## src/rtl/fetch_controller_pkg.sv

```systemverilog
// Shared widths, state encoding and queue entry type for the fetch controller.
package fetch_controller_pkg;

   localparam int unsigned ADDR_WIDTH       = 16;
   localparam int unsigned INST_WIDTH       = 32;
   localparam int unsigned FQ_DEPTH_DEFAULT = 4;

   typedef enum logic [1:0] {
      StIdle   = 2'd0,
      StRun    = 2'd1,
      StHalted = 2'd2
   } fc_state_e;

   typedef struct packed {
      logic [ADDR_WIDTH-1:0] pc;
      logic [INST_WIDTH-1:0] inst;
   } fq_entry_t;

endpackage

```

## src/rtl/fetch_controller_if.sv

```systemverilog
// Control, instruction-memory and decode-side signals of the fetch controller.
interface fetch_controller_if;
   import fetch_controller_pkg::*;

   logic                  start;
   logic                  halt;
   logic                  redirect_valid;
   logic [ADDR_WIDTH-1:0] redirect_pc;
   logic [ADDR_WIDTH-1:0] imem_addr;
   logic [INST_WIDTH-1:0] imem_inst0;
   logic [INST_WIDTH-1:0] imem_inst1;
   logic                  out0_valid;
   logic                  out1_valid;
   logic [INST_WIDTH-1:0] out0_inst;
   logic [INST_WIDTH-1:0] out1_inst;
   logic [ADDR_WIDTH-1:0] out0_pc;
   logic [ADDR_WIDTH-1:0] out1_pc;
   logic [1:0]            take;
   logic                  busy;

   // Core / memory / decode side.
   modport master (
      output start, halt, redirect_valid, redirect_pc, imem_inst0, imem_inst1, take,
      input  imem_addr, out0_valid, out1_valid, out0_inst, out1_inst, out0_pc, out1_pc, busy
   );

   // Fetch controller side.
   modport slave (
      input  start, halt, redirect_valid, redirect_pc, imem_inst0, imem_inst1, take,
      output imem_addr, out0_valid, out1_valid, out0_inst, out1_inst, out0_pc, out1_pc, busy
   );

endinterface

```

## src/rtl/fetch_queue.sv

```systemverilog
// Circular buffer of {pc, inst}: up to two pushes and two pops per cycle.
module fetch_queue
   import fetch_controller_pkg::*;
#(
   parameter int unsigned DEPTH = FQ_DEPTH_DEFAULT,
   localparam int unsigned PW   = $clog2(DEPTH),
   localparam int unsigned CW   = $clog2(DEPTH + 1)
) (
   input  logic          clk,
   input  logic          reset,
   input  logic          i_flush,
   input  logic [1:0]    i_push_cnt,
   input  fq_entry_t     i_push0,
   input  fq_entry_t     i_push1,
   input  logic [1:0]    i_take,
   output logic [CW-1:0] o_count,
   output logic          o_valid0,
   output logic          o_valid1,
   output fq_entry_t     o_head0,
   output fq_entry_t     o_head1
);

   fq_entry_t     r_mem [DEPTH];
   logic [PW-1:0] r_head;
   logic [PW-1:0] r_tail;
   logic [CW-1:0] r_count;
   logic [1:0]    w_avail;
   logic [1:0]    w_take_eff;
   logic [PW-1:0] w_head1;

   // Clamp the requested pop to the number of entries actually presented.
   always_comb begin
      w_avail    = (r_count >= CW'(2)) ? 2'd2 : r_count[1:0];
      w_take_eff = (i_take > w_avail) ? w_avail : i_take;
      w_head1    = r_head + PW'(1);
   end

   // Entry storage; not reset, validity is tracked by the count alone.
   always_ff @(posedge clk) begin
      if (!i_flush) begin
         if (i_push_cnt != 2'd0) r_mem[r_tail] <= i_push0;
         if (i_push_cnt == 2'd2) r_mem[r_tail + PW'(1)] <= i_push1;
      end
   end

   // Pointer and occupancy update; a flush drops this cycle's push and pop.
   always_ff @(posedge clk or posedge reset) begin
      if (reset) begin
         r_head  <= '0;
         r_tail  <= '0;
         r_count <= '0;
      end else if (i_flush) begin
         r_head  <= '0;
         r_tail  <= '0;
         r_count <= '0;
      end else begin
         r_head  <= r_head + PW'(w_take_eff);
         r_tail  <= r_tail + PW'(i_push_cnt);
         r_count <= r_count + CW'(i_push_cnt) - CW'(w_take_eff);
      end
   end

   // Head views; invalid slots drive zero.
   always_comb begin
      o_count  = r_count;
      o_valid0 = (r_count != '0);
      o_valid1 = (r_count > CW'(1));
      o_head0  = o_valid0 ? r_mem[r_head] : '0;
      o_head1  = o_valid1 ? r_mem[w_head1] : '0;
   end

endmodule

```

## src/rtl/fetch_controller.sv

```systemverilog
// Fetch state machine and pc: fills the fetch queue two words per cycle from a dual-read imem.
module fetch_controller
   import fetch_controller_pkg::*;
#(
   parameter int unsigned FQ_DEPTH = FQ_DEPTH_DEFAULT
) (
   input  logic               clk,
   input  logic               reset,
   fetch_controller_if.slave  bus
);

   localparam int unsigned CW = $clog2(FQ_DEPTH + 1);

   fc_state_e             r_state;
   logic [ADDR_WIDTH-1:0] r_pc;
   logic [CW-1:0]         w_count;
   logic [CW-1:0]         w_free;
   logic                  w_flush;
   logic                  w_fetch;
   logic [1:0]            w_push_cnt;
   fq_entry_t             w_push0;
   fq_entry_t             w_push1;
   fq_entry_t             w_head0;
   fq_entry_t             w_head1;
   logic                  w_valid0;
   logic                  w_valid1;

   // Redirect beats halt, halt beats fetch; fetch size follows free space before the pop.
   always_comb begin
      w_flush      = bus.redirect_valid && (r_state != StIdle);
      w_fetch      = (r_state == StRun) && !bus.redirect_valid && !bus.halt;
      w_free       = CW'(FQ_DEPTH) - w_count;
      w_push_cnt   = 2'd0;
      if (w_fetch) begin
         if (w_free >= CW'(2))      w_push_cnt = 2'd2;
         else if (w_free == CW'(1)) w_push_cnt = 2'd1;
      end
      w_push0.pc   = r_pc;
      w_push0.inst = bus.imem_inst0;
      w_push1.pc   = r_pc + ADDR_WIDTH'(1);
      w_push1.inst = bus.imem_inst1;
   end

   // State and pc; pc advances by the number of words pushed.
   always_ff @(posedge clk or posedge reset) begin
      if (reset) begin
         r_state <= StIdle;
         r_pc    <= '0;
      end else begin
         unique case (r_state)
            StIdle: begin
               if (bus.start) r_state <= StRun;
            end
            StRun: begin
               if (bus.redirect_valid) begin
                  r_pc <= bus.redirect_pc;
               end else if (bus.halt) begin
                  r_state <= StHalted;
               end else begin
                  r_pc <= r_pc + ADDR_WIDTH'(w_push_cnt);
               end
            end
            StHalted: begin
               if (bus.redirect_valid) begin
                  r_state <= StRun;
                  r_pc    <= bus.redirect_pc;
               end
            end
            default: r_state <= StIdle;
         endcase
      end
   end

   fetch_queue #(
      .DEPTH (FQ_DEPTH)
   ) u_queue (
      .clk        (clk),
      .reset      (reset),
      .i_flush    (w_flush),
      .i_push_cnt (w_push_cnt),
      .i_push0    (w_push0),
      .i_push1    (w_push1),
      .i_take     (bus.take),
      .o_count    (w_count),
      .o_valid0   (w_valid0),
      .o_valid1   (w_valid1),
      .o_head0    (w_head0),
      .o_head1    (w_head1)
   );

   // Outputs come straight from registered state.
   always_comb begin
      bus.imem_addr  = r_pc;
      bus.busy       = (r_state == StRun);
      bus.out0_valid = w_valid0;
      bus.out1_valid = w_valid1;
      bus.out0_inst  = w_head0.inst;
      bus.out1_inst  = w_head1.inst;
      bus.out0_pc    = w_head0.pc;
      bus.out1_pc    = w_head1.pc;
   end

endmodule

```

## src/flat_wrapper.sv

```systemverilog
// flat-port wrapper written by rule: the top's interface ports become plain ports
module fetch_controller_flat import fetch_controller_pkg::*;
#(
   parameter int unsigned FQ_DEPTH = FQ_DEPTH_DEFAULT
)
  (clk, reset, bus_start, bus_halt, bus_redirect_valid, bus_redirect_pc, bus_imem_inst0, bus_imem_inst1, bus_take, bus_imem_addr, bus_out0_valid, bus_out1_valid, bus_out0_inst, bus_out1_inst, bus_out0_pc, bus_out1_pc, bus_busy);
  fetch_controller_if bus_i ();
  input  logic clk;
  input  logic reset;
  input wire logic [$bits(bus_i.start)-1:0] bus_start;
  input wire logic [$bits(bus_i.halt)-1:0] bus_halt;
  input wire logic [$bits(bus_i.redirect_valid)-1:0] bus_redirect_valid;
  input wire logic [$bits(bus_i.redirect_pc)-1:0] bus_redirect_pc;
  input wire logic [$bits(bus_i.imem_inst0)-1:0] bus_imem_inst0;
  input wire logic [$bits(bus_i.imem_inst1)-1:0] bus_imem_inst1;
  input wire logic [$bits(bus_i.take)-1:0] bus_take;
  output wire logic [$bits(bus_i.imem_addr)-1:0] bus_imem_addr;
  output wire logic [$bits(bus_i.out0_valid)-1:0] bus_out0_valid;
  output wire logic [$bits(bus_i.out1_valid)-1:0] bus_out1_valid;
  output wire logic [$bits(bus_i.out0_inst)-1:0] bus_out0_inst;
  output wire logic [$bits(bus_i.out1_inst)-1:0] bus_out1_inst;
  output wire logic [$bits(bus_i.out0_pc)-1:0] bus_out0_pc;
  output wire logic [$bits(bus_i.out1_pc)-1:0] bus_out1_pc;
  output wire logic [$bits(bus_i.busy)-1:0] bus_busy;
  assign bus_i.start = bus_start;
  assign bus_i.halt = bus_halt;
  assign bus_i.redirect_valid = bus_redirect_valid;
  assign bus_i.redirect_pc = bus_redirect_pc;
  assign bus_i.imem_inst0 = bus_imem_inst0;
  assign bus_i.imem_inst1 = bus_imem_inst1;
  assign bus_i.take = bus_take;
  assign bus_imem_addr = bus_i.imem_addr;
  assign bus_out0_valid = bus_i.out0_valid;
  assign bus_out1_valid = bus_i.out1_valid;
  assign bus_out0_inst = bus_i.out0_inst;
  assign bus_out1_inst = bus_i.out1_inst;
  assign bus_out0_pc = bus_i.out0_pc;
  assign bus_out1_pc = bus_i.out1_pc;
  assign bus_busy = bus_i.busy;
  fetch_controller #(.FQ_DEPTH(FQ_DEPTH)) u_core (.clk(clk), .reset(reset), .bus(bus_i));
endmodule
```

## config.mk

```make
export PLATFORM = sky130hd
export DESIGN_NAME = fetch_controller_flat
export DESIGN_NICKNAME = d
export VERILOG_FILES = /design/src/rtl/fetch_controller_pkg.sv /design/src/rtl/fetch_controller_if.sv /design/src/rtl/fetch_queue.sv /design/src/rtl/fetch_controller.sv /design/src/flat_wrapper.sv
export SDC_FILE = /design/constraint.sdc
export NUM_CORES = 1
export LEC_CHECK = 0
export BUFFER_PORTS_ARGS = -buffer_cell sky130_fd_sc_hd__clkbuf_2
export CAP_MARGIN = 20
export CORE_ASPECT_RATIO = 1.1
export CORE_MARGIN = 1.5
export CORE_UTILIZATION = 53
export CTS_CLUSTER_SIZE = 12
export DETAILED_ROUTE_END_ITERATION = 10
export PLACE_DENSITY = 0.75
export SLEW_MARGIN = 20
export SYNTH_ARGS = -nofsm -noshare
export SYNTH_HDL_FRONTEND = slang
export SYNTH_HIERARCHICAL = 1
export SYNTH_SLANG_ARGS = --single-unit
```

## constraint.sdc

```tcl
create_clock -name clk -period 8.7 [get_ports clk]
set_clock_uncertainty 0.05 [all_clocks]
set_input_delay 1.74 -clock clk [delete_from_list [all_inputs] [get_ports clk]]
set_output_delay 1.74 -clock clk [all_outputs]
set_load 0.02 [all_outputs]
```

==> reports/summary.txt, run 1 <==
post-synth top area share -> 0.429
Post-Syn Area -> 13500 um2
status -> finished clean
leading area contributor after synthesis -> edfxtp_1
number of port buffers -> 201
# hold bufs at CTS -> 0
delay-heaviest family, CP -> flip-flops
synth top area cells -> edfxtp_1 43%, mux4_2 16%, mux2_2 12%
Post-CTS Setup Repair Bufs -> 0
normalized max-slew margin -> 0.339
cell area after layout -> 15300 um2
Fillers -> 1911
Setup crit start -> u_core/u_queue/r_head[1]
Setup violations, final -> 0
RR Endpoint -> u_core/bus.imem_addr[12]
leakage dissipation -> 5.66 nW
Tot GR Track Use -> 0.243
Post-DP Area -> 14500 um2
RSZ-0062 raised after global routing -> false
CTS Buffer Depth -> 3
fin crit share -> 0.600
Post-DRT Antenna Nets -> 0
Post-Synthesis Cells -> 893
post-cts sizing count -> 0
routed vias/inst -> 6.22
Die X -> 155 um
synthesis-stage register bit count -> 217
Critical Path End Type -> output port
register area share after synthesis -> 0.475
TritonCTS Sinks -> 217
Worst Tran Pin Value -> 0.991 ns
number of synthesized flops with an enable pin -> 192
Reg2Reg Depth -> 13
Netlist cell types -> 66
share of cells above drive strength 1 -> 0.513
CORE AREA -> 24700 um2
hold_sp -> u_core/r_state[1]
type of origin of the critical path -> register
slowest CP cell -> dfrtp_4
total number of vias -> 8633
final hold violations -> 0
Ant. Diodes -> 0
Area Overhead vs Synth -> 13.6%
most frequent cells in the layout -> 201 x clkbuf_2, 192 x edfxtp_1, 148 x mux2_2, 96 x mux4_2, 52 x nor2b_1
Pins Over Slew Limit -> 0
first-pass GRT wire length -> 49500 um
max-cap violations -> 0
worst stage delay on the critical path -> 1.07 ns
Worst Hold Class -> register to register
largest net degree at the start of global routing -> 55
CP Data Required Time -> 6.91 ns
clock-pin slew on the worst setup and hold paths -> 0.06 ns
Worst Path Arrival -> 3.43 ns
peak fanout along the critical path -> 50
hpwl dp -> 19400 um
worst-skew pair later-pin latency -> 0.51 ns
Tmin final -> 5.22 ns
Most used DFF post-synth -> edfxtp_1
peak supply drop -> 0.000228 V
TritonCTS clock tree -> yes
number of nets in the layout -> 1166
cts bufs inserted -> 24
Initial DRC Count -> 593
standard-cell rows -> 60
hold depth -> 1
Synth async-reset ratio -> 0.115
die area -> 26300 um2
synth warn -> 6
Worst Path Buf+Inv -> 2
initial cell density of the core -> 0.545
R2R setup slack -> 4.74 ns
most common cell after layout, fill and taps aside -> clkbuf_2
f_max -> 192 MHz
Worst R2R Start -> u_core/u_queue/o_count[0]
Hold EP -> u_core/r_state[0]
# H-tree levels -> 1
initial antenna violation count -> 0
critical-path cell list -> buf_4, mux4_2, nor2b_1, clkbuf_2
clock tree root driver cell -> clkbuf_16
syn_area_per_cell -> 15.1 um2
DR WL/cell -> 22.8 um
Syn Nets -> 995
Power per Cell Area -> 336 nW/um2
WS Path Type -> register to output port
GRT overflow -> 0
num ports -> 202
first-pass iteration count of the detailed router -> 5
# DRC -> 0
Setup TNS Final -> 0 ns
final wirelength -> 31700 um
Die Ht -> 170 um
vias in the first global route -> 8907
gpl congestion -> 0.821
[cell usage after synthesis (3+ instances only)]
cell / count
dfrtp_1: 25
clkbuf_1: 14
o2bb2ai_1: 3
a2bb2oi_1: 3
nand2b_1: 3
xor2_1: 7
buf_2: 27
and4_1: 3
a21oi_1: 14
buf_6: 15
ha_1: 12
clkbuf_8: 6
nand4_1: 8
mux2_1: 5
xnor2_1: 13
nor3_1: 11
mux2_2: 148
nand3_1: 18
o31ai_1: 3
o21ai_0: 3
nand2_1: 17
nor2_1: 22
edfxtp_1: 192
and2_1: 50
buf_4: 6
mux4_2: 96
or4_1: 5
nor2b_1: 52
o21bai_1: 3
a22oi_1: 3
fa_1: 3
mux2_4: 40
inv_1: 21
[report_power, final]
group          internal [mW]  switching, mW
combinational           1.14           1.35
sequential              1.38          0.307
clock                  0.552          0.390
total                   3.08           2.05
[worst max-delay path by stage]
stage                                             end  cells after the start
after global placement    u_core/u_queue/r_mem[2][16]                      9
after global routing                   bus_out0_pc[6]                      4
after floorplan            u_core/u_queue/r_mem[0][0]                      7
after CTS                              bus_out0_pc[6]                      4
final                                  bus_out0_pc[5]                      4
after detailed placement  u_core/u_queue/r_mem[2][11]                      9
[stage by stage]
stage / instances / hold WS (ns) / worst slack, ns / total power [mW] / utilization
final: 1389 / 0.537 / 3.48 / 5.13 / 0.619
after global routing: 1389 / 0.570 / 3.23 / 5.41 / 0.619
after CTS: 1388 / 0.544 / 3.42 / 5.17 / 0.617
after detailed placement: 1347 / 0.524 / 3.25 / 4.22 / 0.588
after global placement: 1347 / 0.516 / 3.30 / 4.17 / 0.588
after floorplan: 893 / 0.468 / 0.791 / 3.50 / -
[kinds of logic (layout without fill, tap and decap cells)]
logic type               count (synthesis)  in the layout  share of synthesized area
multiplexers                           291            291                      0.335
adder cells (fa/ha/maj)                 15             15                     0.0156
AND/OR/NAND/NOR                        211            211                     0.0938
flip-flops                             217            217                      0.475
AO/OA/AOI/OAI                           48             48                     0.0251
XOR/XNOR                                20             20                     0.0130
buffers and inverters                   91            277                     0.0424
[per-layer routing]
metal / vias to the layer above / share of wire / wire, um / GRT usage
met4: 0 / 0.019 / 612 / 0.0623
met3: 48 / 0.061 / 1930 / 0.0323
li1: 3830 / - / - / -
met1: 4419 / 0.41 / 13100 / 0.323
met5: - / 0 / 0 / 0
met2: 336 / 0.51 / 16100 / 0.422
[flip-flops by register name, summed over array words and instances, names as in the netlist]
signal / flops
u_core/u_queue/r_mem: 192
u_core/bus.imem_addr: 16
u_core/u_queue/o_count: 3
u_core/r_state: 2
u_core/u_queue/r_head: 2
u_core/u_queue/r_tail: 2
[worst register-to-register path: cells and delay by family, from the launching register on]
family	cells	cell delay [ns]
AOI/OAI and AO/OA	2	0.37
xor gates and xnor gates	1	0.15
adders and majority gates	3	0.87
buffers and inverters	3	0.38
DFF	1	0.48
and+or+nand+nor	4	1.58
[area by class of cell]
class	count	area, um2	share of cell area
clock buffers	32	652	0.0427
clock inverters	9	70.1	0.00459
inverters	21	78.8	0.00516
multi-input cells	585	6560	0.429
flip-flops and latches	217	6400	0.419
well taps	310	388	0.0254
repair buffers	215	1130	0.0740
No activity file was read; power rests on OpenSTA's default activity.
==> inputs of run 2 (changes only) <==
Settings changed: PLACE_DENSITY 0.75 to 0.78.
Clock period 8.7 ns to 4.3 ns, I/O delays scaled along.
==> reports/summary.txt, run 2 (synthesized netlist as in run 1, its figures left out) <==
status -> finished clean
WS Path Type -> register to register
fin crit share -> 0.856
cts bufs inserted -> 24 (unchanged)
# H-tree levels -> 1 (unchanged)
leakage dissipation -> 5.77 nW (+1.8%)
post-cts sizing count -> 0 (unchanged)
worst-skew pair later-pin latency -> 0.51 ns (about the same)
most common cell after layout, fill and taps aside -> clkbuf_2
Tmin final -> 3.68 ns
number of port buffers -> 201 (unchanged)
first-pass GRT wire length -> 49100 um (-0.73%)
Tot GR Track Use -> 0.240 (-0.00262)
Critical Path End Type -> register
initial cell density of the core -> 0.545 (unchanged)
Worst Hold Class -> input pin to async pin
normalized max-slew margin -> 0.404 (+0.0651)
DR WL/cell -> 22.7 um (-0.21%)
standard-cell rows -> 60 (unchanged)
vias in the first global route -> 8908 (+0.011%)
final core occ -> 0.629 (+0.0100)
delay-heaviest family, CP -> simple AND/OR/NAND/NOR gates
total number of vias -> 8703 (+0.81%)
Pins Over Slew Limit -> 0 (unchanged)
placed insts -> 1358 (+0.82%)
most frequent cells in the layout -> 201 x clkbuf_2, 192 x edfxtp_1, 148 x mux2_2, 96 x mux4_2, 52 x nor2b_1
Post-DRT Antenna Nets -> 0 (unchanged)
Worst Path Arrival -> 4.06 ns (+0.63 ns)
Post-CTS Setup Repair Bufs -> 0 (unchanged)
max-cap violations -> 0 (unchanged)
R2R setup slack -> 0.62 ns (-4.12 ns)
Biggest register -> u_core/u_queue/r_mem
GRT overflow -> 0 (unchanged)
final hold violations -> 0 (unchanged)
critical-path cell list -> inv_1, ha_1, xor2_1, or3_1, nor4b_2, ha_1, inv_1, fa_1, nand4b_1, or4_1, a21oi_1, a2bb2oi_1
type of origin of the critical path -> register
num ports -> 202 (unchanged)
Power per Cell Area -> 681 nW/um2 (+100%)
Largest register FFs -> 192 (unchanged)
largest net degree at the start of global routing -> 55 (unchanged)
f_max -> 272 MHz
Levels on crit path -> 12 (+8)
final std cells w/o fill -> 1402 (+0.94%)
# hold bufs at CTS -> 0 (unchanged)
Worst Path Buf+Inv -> 2 (unchanged)
Setup violations, final -> 0 (unchanged)
peak supply drop -> 0.000436 V (+91%)
number of nets in the layout -> 1176 (+0.86%)
clock tree root driver cell -> clkbuf_16
die area -> 26300 um2 (unchanged)
CORE AREA -> 24700 um2 (unchanged)
Worst Tran Pin Value -> 0.894 ns (-0.0976 ns)
worst stage delay on the critical path -> 0.54 ns (-0.53 ns)
initial antenna violation count -> 0 (unchanged)
slowest CP cell -> or4_1
gpl congestion -> 0.850 (+3.5%)
Die Ht -> 170 um (unchanged)
Initial DRC Count -> 646 (+8.9%)
Setup TNS Final -> 0 ns (unchanged)
CTS Buffer Depth -> 3 (unchanged)
Die X -> 155 um (unchanged)
# DRC -> 0 (unchanged)
Area Overhead vs Synth -> 15.4%
TritonCTS Sinks -> 217 (unchanged)
CP Data Required Time -> 4.68 ns (-2.23 ns)
RSZ-0062 raised after global routing -> false
peak fanout along the critical path -> 6 (-88%)
TritonCTS clock tree -> yes
Reg2Reg Depth -> 12 (-1)
final wirelength -> 31900 um (+0.72%)
share of cells above drive strength 1 -> 0.518 (+0.00536)
hpwl dp -> 20100 um (+3.6%)
clock-pin slew on the worst setup and hold paths -> 0.06 ns (about the same)
first-pass iteration count of the detailed router -> 5 (unchanged)
routed vias/inst -> 6.21 (-0.12%)
-- run 2: layer usage --
layer  track usage  vias to the layer above  wire [um]
met3        0.0400                       43       2380
met2         0.408                      361      15800
met5             0                        -          0
li1              -                     3865          -
met4        0.0510                        0        482
met1         0.327                     4434      13200
-- run 2: worst paths after layout --
kind | startpoint | end
worst max-delay path | u_core/u_queue/o_count[0] | u_core/bus.imem_addr[12]
worst min-delay path | reset | u_core/u_queue/r_head[1]
worst max register to register | u_core/u_queue/o_count[0] | u_core/bus.imem_addr[12]
worst min register to register | u_core/r_state[1] | u_core/r_state[0]
max in group asynchronous | reset | u_core/bus.imem_addr[0]
min in group clk | u_core/r_state[1] | u_core/r_state[0]
-- run 2: final cells by class --
cell class | count | area [um2]
Clock buffer | 37 | 691
Tap cell | 310 | 388
Sequential cell | 217 | 6400
Multi-Input combinational cell | 585 | 6570
Inverter | 21 | 78.8
Fill cell | 1836 | 9170
Antenna cell | 1 | 2.50
Clock inverter | 6 | 58.8
Timing Repair Buffer | 225 | 1340
-- run 2: worst register-to-register path, stage by stage, from the launching register on --
cell	delay, ns
dfrtp_1	0.46
inv_1	0.11
ha_1	0.22
xor2_1	0.16
or3_1	0.36
nor4b_2	0.37
ha_1	0.27
inv_1	0.06
fa_1	0.43
nand4b_1	0.25
or4_1	0.54
a21oi_1	0.16
a2bb2oi_1	0.16
-- run 2: power breakdown --
part / switching (mW) / leakage, nW / internal [mW] / total, mW
clock: 0.796 / 0.369 / 1.16 / 1.96
combinational: 2.84 / 3.36 / 2.40 / 5.24
sequential: 0.570 / 2.03 / 2.80 / 3.37
total: 4.21 / 5.77 / 6.36 / 10.6
-- run 2: through the flow --
step	setup WS (ns)	total power [mW]	hold WS [ns]	cell area, um2
6_report	0.618	10.6	0.230	15500
5_1_grt	0.394	11.1	0.243	15500
4_1_cts	0.646	10.6	0.228	15500
3_5_place_dp	0.452	8.67	0.516	14800
3_3_place_gp	0.541	8.56	0.499	14800
2_1_floorplan	0.0302	7.09	0.468	13500
==> inputs of run 3 (changes only) <==
Settings changed: BUFFER_PORTS_ARGS -buffer_cell sky130_fd_sc_hd__clkbuf_2 to unset, DONT_BUFFER_PORTS set to 1, PLACE_DENSITY 0.78 to 0.71.
==> reports/summary.txt, run 3 (synthesized netlist as in run 1, its figures left out) <==
status -> finished clean
Die X -> 155 um (unchanged)
RR Endpoint -> u_core/bus.imem_addr[12]
initial cell density of the core -> 0.545 (unchanged)
final wirelength -> 32400 um (+1.7%)
first-pass GRT wire length -> 49900 um (+1.6%)
type of origin of the critical path -> register
Worst Tran Pin Value -> 0.808 ns (-0.0862 ns)
cell area after layout -> 14400 um2 (-7.0%)
gpl congestion -> 0.898 (+5.7%)
final hold violations -> 0 (unchanged)
# hold bufs at CTS -> 0 (unchanged)
Setup TNS Final -> 0 ns (unchanged)
pre-CTS setup slack -> 0.532 ns (+0.0804 ns)
most frequent cells in the layout -> 192 x edfxtp_1, 148 x mux2_2, 96 x mux4_2, 52 x nor2b_1, 50 x and2_1
Post-DRT Antenna Nets -> 0 (unchanged)
CORE AREA -> 24700 um2 (unchanged)
most common cell after layout, fill and taps aside -> edfxtp_1
worst-skew pair later-pin latency -> 0.51 ns (about the same)
# H-tree levels -> 1 (unchanged)
TritonCTS clock tree -> yes
GRT overflow -> 0 (unchanged)
die area -> 26300 um2 (unchanged)
Power per Cell Area -> 685 nW/um2 (+0.58%)
Setup violations, final -> 0 (unchanged)
initial antenna violation count -> 0 (unchanged)
cts bufs inserted -> 24 (unchanged)
# DRC -> 0 (unchanged)
peak fanout along the critical path -> 6 (unchanged)
clock tree root driver cell -> clkbuf_16
CTS Buffer Depth -> 3 (unchanged)
CP Data Required Time -> 4.67 ns (about the same)
R2R setup slack -> 0.59 ns (-0.03 ns)
max-cap violations -> 0 (unchanged)
first-pass iteration count of the detailed router -> 5 (unchanged)
Worst Hold Class -> input pin to async pin
Largest register FFs -> 192 (unchanged)
RSZ-0062 raised after global routing -> false
TritonCTS Sinks -> 217 (unchanged)
num ports -> 202 (unchanged)
Initial DRC Count -> 474 (-27%)
Post-CTS Setup Repair Bufs -> 0 (unchanged)
f_max -> 269 MHz (-0.83%)
final core occ -> 0.585 (-0.0437)
Ant. Diodes -> 0 (-1)
standard-cell rows -> 60 (unchanged)
normalized max-slew margin -> 0.457 (+0.0533)
Worst Path Arrival -> 4.08 ns (+0.02 ns)
routed vias/inst -> 6.65 (+7.1%)
Tmin final -> 3.71 ns (+0.0309 ns)
Fillers -> 1833 (-0.16%)
fin crit share -> 0.863 (+0.00719)
Reg2Reg Depth -> 12 (unchanged)
Worst R2R Start -> u_core/u_queue/o_count[0]
post-cts sizing count -> 0 (unchanged)
hpwl dp -> 21000 um (+4.5%)
DR WL/cell -> 27.0 um (+19%)
Biggest register -> u_core/u_queue/r_mem
Post-DP Area -> 13700 um2 (-7.1%)
number of port buffers -> 0 (-100%)
peak supply drop -> 0.000355 V (-19%)
Area Overhead vs Synth -> 7.39%
vias in the first global route -> 8571 (-3.8%)
Tot GR Track Use -> 0.247 (+0.00714)
Die Ht -> 170 um (unchanged)
Critical Path End Type -> register
leakage dissipation -> 4.88 nW (-15%)
Final Worst Setup Slack -> 0.587 ns (-0.0309 ns)
placed insts -> 1156 (-15%)
number of nets in the layout -> 974 (-17%)
clock-pin slew on the worst setup and hold paths -> 0.06 ns (about the same)
largest net degree at the start of global routing -> 58 (+5.5%)
final std cells w/o fill -> 1199 (-14%)
WS Path Type -> register to register
total number of vias -> 7971 (-8.4%)
Pins Over Slew Limit -> 0 (unchanged)
share of cells above drive strength 1 -> 0.409 (-0.108)
-- run 3: changes by cell type in the layout (fill, tap and decap cells not counted) --
cell | previous run | this run
clkbuf_2 | 201 | 0
buf_12 | 12 | 9
buf_4 | 12 | 14
clkbuf_1 | 10 | 8
bufinv_16 | 1 | 0
clkinv_1 | 1 | 2
clkinv_2 | 4 | 5
clkinvlp_4 | 0 | 1
diode_2 | 1 | 0
inv_2 | 0 | 1
inv_6 | 1 | 0
-- run 3: per-stage QoR --
step	total power, mW	hold slack [ns]
floorplan	7.09	0.468
global placement	7.94	0.496
detailed placement	8.06	0.518
CTS	9.96	0.110
global route	10.4	0.126
finish	9.89	0.116
-- run 3: cell type report --
cell class              count  area [um2]  area share
flip-flops and latches    217        6400       0.443
clock buffers              35         683      0.0473
multi-input cells         585        6570       0.455
repair buffers             23         285      0.0197
inverters                  21        78.8     0.00546
clock inverters             8        40.0     0.00277
well taps                 310         388      0.0269
-- run 3: where the power goes --
group / switching [mW] / total, mW / internal [mW]
clock network: 0.794 / 1.89 / 1.10
logic: 2.59 / 4.53 / 1.95
registers: 0.674 / 3.47 / 2.79
-- run 3: routing by layer --
metal  vias to the layer above  track usage  part of all wire
met1                      4151        0.296              0.38
met5                         -            0                 0
li1                       3454            -                 -
met2                       320        0.437              0.51
met3                        46       0.0705             0.087
met4                         0       0.0669             0.022
-- run 3: how the worst max path moves through the flow --
stage	cells past startpoint	startpoint	endpoint	slack (ns)
6_report	12	u_core/u_queue/o_count[0]	u_core/bus.imem_addr[12]	0.59
5_1_grt	12	u_core/u_queue/o_count[0]	u_core/bus.imem_addr[12]	0.33
4_1_cts	12	u_core/u_queue/o_count[0]	u_core/bus.imem_addr[12]	0.62
3_5_place_dp	9	bus_redirect_valid	u_core/bus.imem_addr[12]	0.53
3_3_place_gp	9	bus_redirect_valid	u_core/bus.imem_addr[12]	0.64
2_1_floorplan	7	bus_redirect_valid	u_core/u_queue/r_mem[3][0]	0.03
-- run 3: critical path, cell delays in order, from the launching register on --
cell and delay [ns]:
dfrtp_1 0.46, inv_1 0.10, ha_1 0.21, xor2_1 0.15
or3_1 0.36, nor4b_2 0.30, ha_1 0.25, inv_1 0.07
fa_1 0.48, nand4b_1 0.27, or4_1 0.55, a21oi_1 0.18
a2bb2oi_1 0.19
